[src/rtl/uart_rx_oversampled.sv]
// UART receiver: 2-flop synchroniser, centre sampling on an oversampling tick,
// valid/ready holding register with frame, parity and overrun flags.
module uart_rx_oversampled #(
  parameter int DATA_BITS  = 8,
  parameter int OVERSAMPLE = 16,
  parameter int PARITY_EN  = 0,
  parameter int PARITY_ODD = 0
) (
  input  logic                 PCLK,
  input  logic                 PRESETn,
  input  logic                 tick_os,
  input  logic                 rxd,
  output logic [DATA_BITS-1:0] rx_data,
  output logic                 rx_valid,
  input  logic                 rx_ready,
  output logic                 rx_frame_err,
  output logic                 rx_parity_err,
  output logic                 overrun,
  output logic                 busy
);

  localparam int CW = $clog2(OVERSAMPLE);
  localparam int BW = $clog2(DATA_BITS);
  localparam logic [CW-1:0] CNT_MID  = CW'(OVERSAMPLE/2 - 1);
  localparam logic [CW-1:0] CNT_END  = CW'(OVERSAMPLE - 1);
  localparam logic [BW-1:0] BIT_LAST = BW'(DATA_BITS - 1);
  localparam logic HAS_PAR = (PARITY_EN != 0);
  localparam logic ODD_PAR = (PARITY_ODD != 0);

  typedef enum logic [2:0] {IDLE, START, DATA, PARITY, STOP, BRK} state_t;

  state_t               state, stateNext;
  logic                 rxMeta, rxs;
  logic [CW-1:0]        cnt, cntNext;
  logic [BW-1:0]        bitIdx, bitNext;
  logic [DATA_BITS-1:0] shReg, shNext;
  logic                 parErr, parNext;
  logic                 done;
  logic                 load, accept;

  // Two-flop synchroniser; idle-high so reset does not look like a start bit
  always_ff @(posedge PCLK or negedge PRESETn) begin
    if (!PRESETn) begin
      rxMeta <= 1'b1;
      rxs    <= 1'b1;
    end else begin
      rxMeta <= rxd;
      rxs    <= rxMeta;
    end
  end

  // Frame FSM and datapath registers
  always_ff @(posedge PCLK or negedge PRESETn) begin
    if (!PRESETn) begin
      state  <= IDLE;
      cnt    <= '0;
      bitIdx <= '0;
      shReg  <= '0;
      parErr <= 1'b0;
    end else begin
      state  <= stateNext;
      cnt    <= cntNext;
      bitIdx <= bitNext;
      shReg  <= shNext;
      parErr <= parNext;
    end
  end

  // Next-state: everything advances only on tick_os; done marks the stop-bit centre
  always_comb begin
    stateNext = state;
    cntNext   = cnt;
    bitNext   = bitIdx;
    shNext    = shReg;
    parNext   = parErr;
    done      = 1'b0;
    if (tick_os) begin
      case (state)
        IDLE: begin
          if (!rxs) begin
            stateNext = START;
            cntNext   = '0;
          end
        end
        START: begin
          if (cnt == CNT_MID) begin
            // a high line at the start-bit centre was only a glitch
            stateNext = rxs ? IDLE : DATA;
            cntNext   = '0;
            bitNext   = '0;
            parNext   = 1'b0;
          end else begin
            cntNext = cnt + CW'(1);
          end
        end
        DATA: begin
          if (cnt == CNT_END) begin
            shNext  = {rxs, shReg[DATA_BITS-1:1]};
            cntNext = '0;
            if (bitIdx == BIT_LAST)
              stateNext = HAS_PAR ? PARITY : STOP;
            else
              bitNext = bitIdx + BW'(1);
          end else begin
            cntNext = cnt + CW'(1);
          end
        end
        PARITY: begin
          if (cnt == CNT_END) begin
            parNext   = ((^shReg) ^ rxs) != ODD_PAR;
            cntNext   = '0;
            stateNext = STOP;
          end else begin
            cntNext = cnt + CW'(1);
          end
        end
        STOP: begin
          if (cnt == CNT_END) begin
            done      = 1'b1;
            cntNext   = '0;
            // a low stop bit may be a break; hold off re-arming until the line rises
            stateNext = rxs ? IDLE : BRK;
          end else begin
            cntNext = cnt + CW'(1);
          end
        end
        BRK: begin
          if (rxs) stateNext = IDLE;
        end
        default: stateNext = IDLE;
      endcase
    end
  end

  assign accept = rx_valid && rx_ready;
  // a drain in the same cycle frees the holding register for the new byte
  assign load   = done && (!rx_valid || rx_ready);
  assign busy   = (state != IDLE);

  // Holding register with valid/ready handshake and one-cycle overrun pulse
  always_ff @(posedge PCLK or negedge PRESETn) begin
    if (!PRESETn) begin
      rx_data       <= '0;
      rx_valid      <= 1'b0;
      rx_frame_err  <= 1'b0;
      rx_parity_err <= 1'b0;
      overrun       <= 1'b0;
    end else begin
      overrun <= done && rx_valid && !rx_ready;
      if (load) begin
        rx_data       <= shReg;
        rx_frame_err  <= ~rxs;
        rx_parity_err <= parErr;
        rx_valid      <= 1'b1;
      end else if (accept) begin
        rx_valid <= 1'b0;
      end
    end
  end

endmodule
[config.mk]
export PLATFORM = sky130hd
export DESIGN_NAME = uart_rx_oversampled
export DESIGN_NICKNAME = d
export VERILOG_FILES = /design/src/rtl/uart_rx_oversampled.sv
export SDC_FILE = /design/constraint.sdc
export NUM_CORES = 1
export LEC_CHECK = 0
export ABC_AREA = 1
export CAP_MARGIN = 10
export CORE_MARGIN = 1
export CORE_UTILIZATION = 38
export CTS_CLUSTER_DIAMETER = 40
export DETAILED_ROUTE_END_ITERATION = 8
export HOLD_SLACK_MARGIN = 0.08
export PLACE_DENSITY_LB_ADDON = 0.2
export SLEW_MARGIN = 15
export SYNTH_ARGS = -nofsm -noshare
export SYNTH_HDL_FRONTEND = slang
export SYNTH_SLANG_ARGS = --single-unit
[constraint.sdc]
create_clock -name PCLK -period 3 [get_ports PCLK]
set_clock_uncertainty 0.05 [all_clocks]
set_input_delay 0.6 -clock PCLK [delete_from_list [all_inputs] [get_ports PCLK]]
set_output_delay 0.6 -clock PCLK [all_outputs]
set_load 0.1 [all_outputs]
==> reports/results.md, run 1 <==
### Run status
- complete, no violations — outcome

### STA
- 0 — Slew Limit Fails
- 0 — number of hold violations in the final report
- 0 ns — Total Negative Setup Slacks
- 0.500 GHz — f_max
- 2.00 ns — minimum clock period
- 1.00 ns — final worst slack
- 0 — # setup viols final
- false — RSZ-0062 raised after global routing
- 0.417 ns — transition time at the pin with the least slew margin
- 66.7% — fin crit share
- 72.2% — worst slew margin relative to its limit

### Global route
- 0 — total congestion overflow after global routing
- 14.7% — GRT Overall Usage
- 34 — pin count of the biggest net entering global routing
- 4.99 mm — wire length of the first global-routing pass
- 0 — initial antenna violation count
- 1107 — number of global-route vias before repair

### Route
- 4 — total iterations of the first detailed-routing run
- 0 — number of remaining DRC errors
- 107 — Iter 0 DRT Violations
- 0 — ANT nets after route
- 2.91 mm — sum of routed wire length over all layers
- 10.3 um — routed len/inst
- 4.57 — Avg Vias per Cell
- 1290 — via count

### Clock tree
- 0.28 ns — worst-skew pair later-pin latency
- 5 — number of buffers created by CTS
- 2 — maximum clock path buffer count
- built — CTS tree
- 33 — number of sinks on the clock net
- 2 — H-tree Lvls
- 0 — post-CTS setup repair buffer count
- sky130_fd_sc_hd__clkbuf_8 — buffer type at the clock tree root
- 0.07 ns — clock-pin slew on the worst setup and hold paths
- 0 — number of gates resized after CTS
- 0 — number of hold buffers added after cts

### Synthesis
- 7.98 um2 — Mapped Avg Cell Area
- 208 — Mapped Cells
- 0.528% — XOR/XNOR Fraction of Synth Area
- simple AND/OR/NAND/NOR gates — main combinational cell family by area after synthesis
- 24 — post-synth cell types
- sky130_fd_sc_hd__dfrtp_1 — cell accounting for the most synthesized area
- 46.8% — post-synth top area share
- 10.7% — post-synthesis compound-gate area fraction
- 29.6% — area fraction in and, or, nand and nor cells after synthesis
- 49.9% — share of the yosys chip area belonging to registers
- 0.679% — multiplexer area fraction after synthesis
- 216 — total nets after synthesis
- sky130_fd_sc_hd__dfrtp_1 (47%), sky130_fd_sc_hd__nand2_1 (18%), sky130_fd_sc_hd__inv_1 (5.0%) — top cells by area in the synthesized netlist
- 0 — warning count from the yosys run
- 33 — number of register bits inferred by synthesis
- 2.26% — adder and majority gate portion of the synthesized area
- 1660 um2 — area of the mapped netlist

### Power
- 44.3% — portion of total power attributed to sequential cells
- 1.24 mW — Tot Pwr
- 0.769 mW — internal power contribution
- 638 nW/um2 — power per unit of standard cell area
- 0.468 mW — power spent charging and discharging nets
- 37.8% — Sw Share
- 25.8% — Clock power frac
- 0.964 nW — Static Leakage
- 29.9% — portion of total power attributed to combinational logic
- 0.303 mV — worst ir drop on vdd

### Critical path
- rx_parity_err — Reg-to-Reg End
- sky130_fd_sc_hd__dfrtp_1 — Slowest cell on crit path
- flop — Worst setup SP type
- state[0] — origin of the worst setup path
- output pin — Critical Path End Type
- 1.35 ns — Crit path arrival time
- 5 — reg2reg path depth
- reg2out — CP Class
- 1 — buffering stage count on the worst path with inverters included
- 1.30 ns — slack of the worst reg-to-reg path
- 0.47 ns — Largest stage delay, worst path
- nor2_2 -> nand2_1 -> buf_4 — ordered cell list for the critical path
- cnt[0] — Worst R2R Start
- 2.35 ns — data required time of the worst path
- 6 — critical path peak fanout
- flip-flops — gate family responsible for the most delay along the worst path

### Placed design
- 0.931 ns — post-placement setup slack
- 1860 um2 — post-detailed-placement cell area
- 2.13 mm — final HPWL from detailed placement
- 17 — IO buf count
- 0.808 — gpl congestion
- 274 — number of placed instances with taps included

### Cells and area
- 282 — final cell count without fillers
- 239 — Final nets
- 16.9% — area added between synthesis and finish
- 0 — Ant. Diodes
- sky130_fd_sc_hd__nand2_1 (79), sky130_fd_sc_hd__dfrtp_1 (31), sky130_fd_sc_hd__inv_1 (22) — most used cells in the layout excluding fill and tap cells
- 1940 um2 — final non-filler cell area
- sky130_fd_sc_hd__nand2_1 — most frequent standard cell in the layout excluding fill and tap cells
- 16.4% — proportion of layout cells with a drive suffix above 1

### Floorplan
- 18 — I/O pin cnt
- 23 — row count
- 40.6% — initial core utilization
- 68.1 um — DIE WIDTH
- 4090 um2 — core area
- 4630 um2 — die area
- 68.1 um — die boundary height

### Hold path
- reg2reg — worst min-delay path category
- rxMeta — hold path start
- 0 — count of cells along the worst hold path
- rxs — terminating pin of the worst hold path

### Flow run
- 0 — max-cap viol count

## Yosys cell counts, drive strengths merged
cell type,count
inv,25
xor2,1
mux2,1
nand2,82
nand4,1
o21ai,27
nor2,12
a21oi,3
o211a,1
o22ai,1
buf,2
dfstp,2
a22oi,1
dfrtp,31
nand3,15
ha,3
## sequential cells by signal (all words and copies together), names as in the netlist
| name | count |
|---|---|
| parErr | 1 |
| rxs | 1 |
| rx_frame_err | 1 |
| rxMeta | 1 |
| overrun | 1 |
| state | 3 |
| rx_data | 8 |
| rx_valid | 1 |
| rx_parity_err | 1 |
| shReg | 8 |
| bitIdx | 3 |
| cnt | 4 |
## area by class of cell
type / count / area [um2]
repair buffers: 18 / 145
multi-input cells: 148 / 727
flip-flops and latches: 33 / 828
clock buffers: 6 / 72.6
well taps: 50 / 62.6
fillers: 400 / 2150
clock inverters: 2 / 10.0
inverters: 25 / 93.8
## metrics by stage
| step | utilization (%) | hold WS, ns |
|---|---|---|
| final | 47.5 | 0.308 |
| after global placement | 45.4 | 0.296 |
| after detailed placement | 45.4 | 0.299 |
| after global routing | 47.5 | 0.313 |
| after floorplan | - | 0.254 |
| after CTS | 47.5 | 0.308 |
## power by group through the flow
| stage | sequential (mW) | clock (mW) | combinational [mW] |
|---|---|---|---|
| after global placement | 0.554 | 0 | 0.366 |
| after floorplan | 0.549 | 0 | 0.293 |
| after detailed placement | 0.555 | 0 | 0.370 |
| final | 0.547 | 0.319 | 0.370 |
| after CTS | 0.547 | 0.330 | 0.372 |
| after global routing | 0.554 | 0.355 | 0.417 |
## metal layers
| metal | routed length [um] | GRT usage, % | vias up |
|---|---|---|---|
| li1 | - | - | 715 |
| met1 | 1560 | 20.3 | 544 |
| met2 | 1160 | 20.6 | 26 |
| met5 | 0 | 0 | - |
| met3 | 136 | 5.00 | 5 |
| met4 | 47 | 6.25 | 0 |
## worst max path at each step
| stage | end | slack, ns | cells past startpoint |
|---|---|---|---|
| after global routing | busy | 0.92 | 3 |
| final | busy | 1.00 | 3 |
| after detailed placement | rx_parity_err | 0.93 | 5 |
| after global placement | rx_parity_err | 0.94 | 5 |
| after floorplan | busy | 1.13 | 2 |
| after CTS | busy | 0.98 | 3 |
## cells by family (layout without fill, tap and decap cells)
family,count (synthesis),count (layout)
compound gates,33,33
fa+ha+maj,3,3
xor+xnor,1,1
simple gates,110,110
buf+inv,27,51
flops,33,33
mux,1,1
No activity file was read; power rests on OpenSTA's default activity.
==> inputs of run 2 (changes only) <==
- clock period: 3 -> 2.05 ns (I/O delays scaled with it)
==> run 2 against run 1 <==
Cell count rose by 0.35%. Combinational power rose by 55%. Worst setup slack lost 0.76 ns. Utilization grew 0.49 points. First-iteration DRC count fell by 32%. Via count rose by 3.1%. Sequential power up 46%. Hold slack got worse by 0.0011 ns. Non-clock buffer count grew 1. Largest power group unchanged.
==> reports/results.md, run 2 (synthesized netlist as in run 1, its figures left out) <==
### Critical path
- bitIdx[0] — Reg-to-Reg End
- state[2] — Worst R2R Start
- 1.59 ns — data required time of the worst path
- 6 — critical path peak fanout
- 0.48 ns — slack of the worst reg-to-reg path
- flop — Worst setup SP type
- reg2out — CP Class
- output pin — Critical Path End Type
- 8 — reg2reg path depth
- 1.35 ns — Crit path arrival time

### Clock tree
- 5 — number of buffers created by CTS
- 0.28 ns — worst-skew pair later-pin latency
- 0.07 ns — clock-pin slew on the worst setup and hold paths
- sky130_fd_sc_hd__clkbuf_8 — buffer type at the clock tree root
- 0 — post-CTS setup repair buffer count
- 2 — H-tree Lvls
- 0 — number of hold buffers added after cts
- 33 — number of sinks on the clock net
- 2 — maximum clock path buffer count
- built — CTS tree
- 0 — number of gates resized after CTS

### Route
- 0 — number of remaining DRC errors
- 0 — ANT nets after route
- 10.8 um — routed len/inst
- 3.05 mm — sum of routed wire length over all layers
- 1330 — via count
- 4.70 — Avg Vias per Cell
- 73 — Iter 0 DRT Violations
- 4 — total iterations of the first detailed-routing run

### STA
- 0 — # setup viols final
- 0.426 ns — transition time at the pin with the least slew margin
- 88.3% — fin crit share
- 71.6% — worst slew margin relative to its limit
- 0 — number of hold violations in the final report
- 0.553 GHz — f_max
- 0 — Slew Limit Fails
- 0 ns — Total Negative Setup Slacks
- 0.240 ns — final worst slack
- 1.81 ns — minimum clock period
- false — RSZ-0062 raised after global routing

### Floorplan
- 4090 um2 — core area
- 68.1 um — DIE WIDTH
- 23 — row count
- 18 — I/O pin cnt
- 68.1 um — die boundary height
- 4630 um2 — die area
- 40.6% — initial core utilization

### Cells and area
- 18.1% — area added between synthesis and finish
- 240 — Final nets
- 0 — Ant. Diodes
- rx_data (8), shReg (8), cnt (4) — largest registers in the final layout
- 283 — final cell count without fillers
- 406 — Filler cells
- 47.9% — end-of-flow core utilization
- sky130_fd_sc_hd__nand2_1 (79), sky130_fd_sc_hd__dfrtp_1 (31), sky130_fd_sc_hd__inv_1 (22) — most used cells in the layout excluding fill and tap cells
- sky130_fd_sc_hd__nand2_1 — most frequent standard cell in the layout excluding fill and tap cells
- 16.7% — proportion of layout cells with a drive suffix above 1

### Power
- 0.447 mV — worst ir drop on vdd
- 43.5% — portion of total power attributed to sequential cells
- 25.2% — Clock power frac
- 0.974 nW — Static Leakage
- 37.3% — Sw Share
- 31.2% — portion of total power attributed to combinational logic
- 939 nW/um2 — power per unit of standard cell area
- 0.686 mW — power spent charging and discharging nets
- 1.15 mW — internal power contribution

### Global route
- 14.8% — GRT Overall Usage
- 0 — total congestion overflow after global routing
- 5.08 mm — wire length of the first global-routing pass
- 0 — initial antenna violation count
- 1105 — number of global-route vias before repair
- 34 — pin count of the biggest net entering global routing

### Placed design
- 0.847 — gpl congestion
- 0.324 ns — post-placement setup slack
- 17 — IO buf count
- 275 — number of placed instances with taps included
- 2.23 mm — final HPWL from detailed placement

### Hold path
- 0 — count of cells along the worst hold path
- rxMeta — hold path start
- reg2reg — worst min-delay path category
- rxs — terminating pin of the worst hold path

### Run status
- complete, no violations — outcome

### Flow run
- 0 — max-cap viol count

==> run 2: cell types whose count changed in the layout (fill, tap and decap cells not counted) <==
cell	previous run	this run
sky130_fd_sc_hd__buf_12	0	1
==> run 2: worst max path at each step <==
stage / slack (ns) / cells after the start / to / from
2_1_floorplan: 0.22 / 3 / rx_parity_err / rx_valid
3_3_place_gp: 0.34 / 7 / rx_data[3] / tick_os
3_5_place_dp: 0.32 / 6 / shReg[3] / tick_os
4_1_cts: 0.23 / 3 / busy / state[0]
5_1_grt: 0.17 / 3 / busy / state[0]
6_report: 0.24 / 3 / busy / state[0]
==> run 2: cell type report <==
cell class	count	area, um2	area share, %
timing repair buffer	19	165	8.43
clock inverter	2	10.0	0.511
multi-input combinational	148	727	37.1
clock buffer	6	72.6	3.70
inverter	25	93.8	4.79
sequential	33	828	42.3
tap	50	62.6	3.19
==> run 2: through the flow <==
step | hold slack [ns] | cell area (um2) | power (mW)
2_1_floorplan | 0.0644 | 1660 | 1.23
3_3_place_gp | 0.296 | 1880 | 1.39
3_5_place_dp | 0.297 | 1880 | 1.39
4_1_cts | 0.307 | 1960 | 1.87
5_1_grt | 0.318 | 1960 | 1.97
6_report | 0.307 | 1960 | 1.84
==> run 2: metal layers <==
layer / wire [um] / GRT usage, % / vias up
met5: 0 / 0 / -
met2: 1260 / 21.0 / 26
li1: - / - / 708
met1: 1590 / 20.9 / 592
met3: 155 / 4.50 / 4
met4: 44 / 5.47 / 0
==> run 2: power groups by stage <==
stage	clock, mW	combinational, mW	sequential [mW]
3_5_place_dp	0	0.579	0.813
3_3_place_gp	0	0.577	0.813
5_1_grt	0.516	0.645	0.812
6_report	0.464	0.574	0.801
4_1_cts	0.486	0.582	0.802
2_1_floorplan	0	0.428	0.803
==> run 2: critical path: stages, from the launching register on <==
cell and delay (ns):
sky130_fd_sc_hd__dfrtp_1 0.47, sky130_fd_sc_hd__nor2_2 0.25, sky130_fd_sc_hd__nand2_1 0.15, sky130_fd_sc_hd__buf_12 0.19
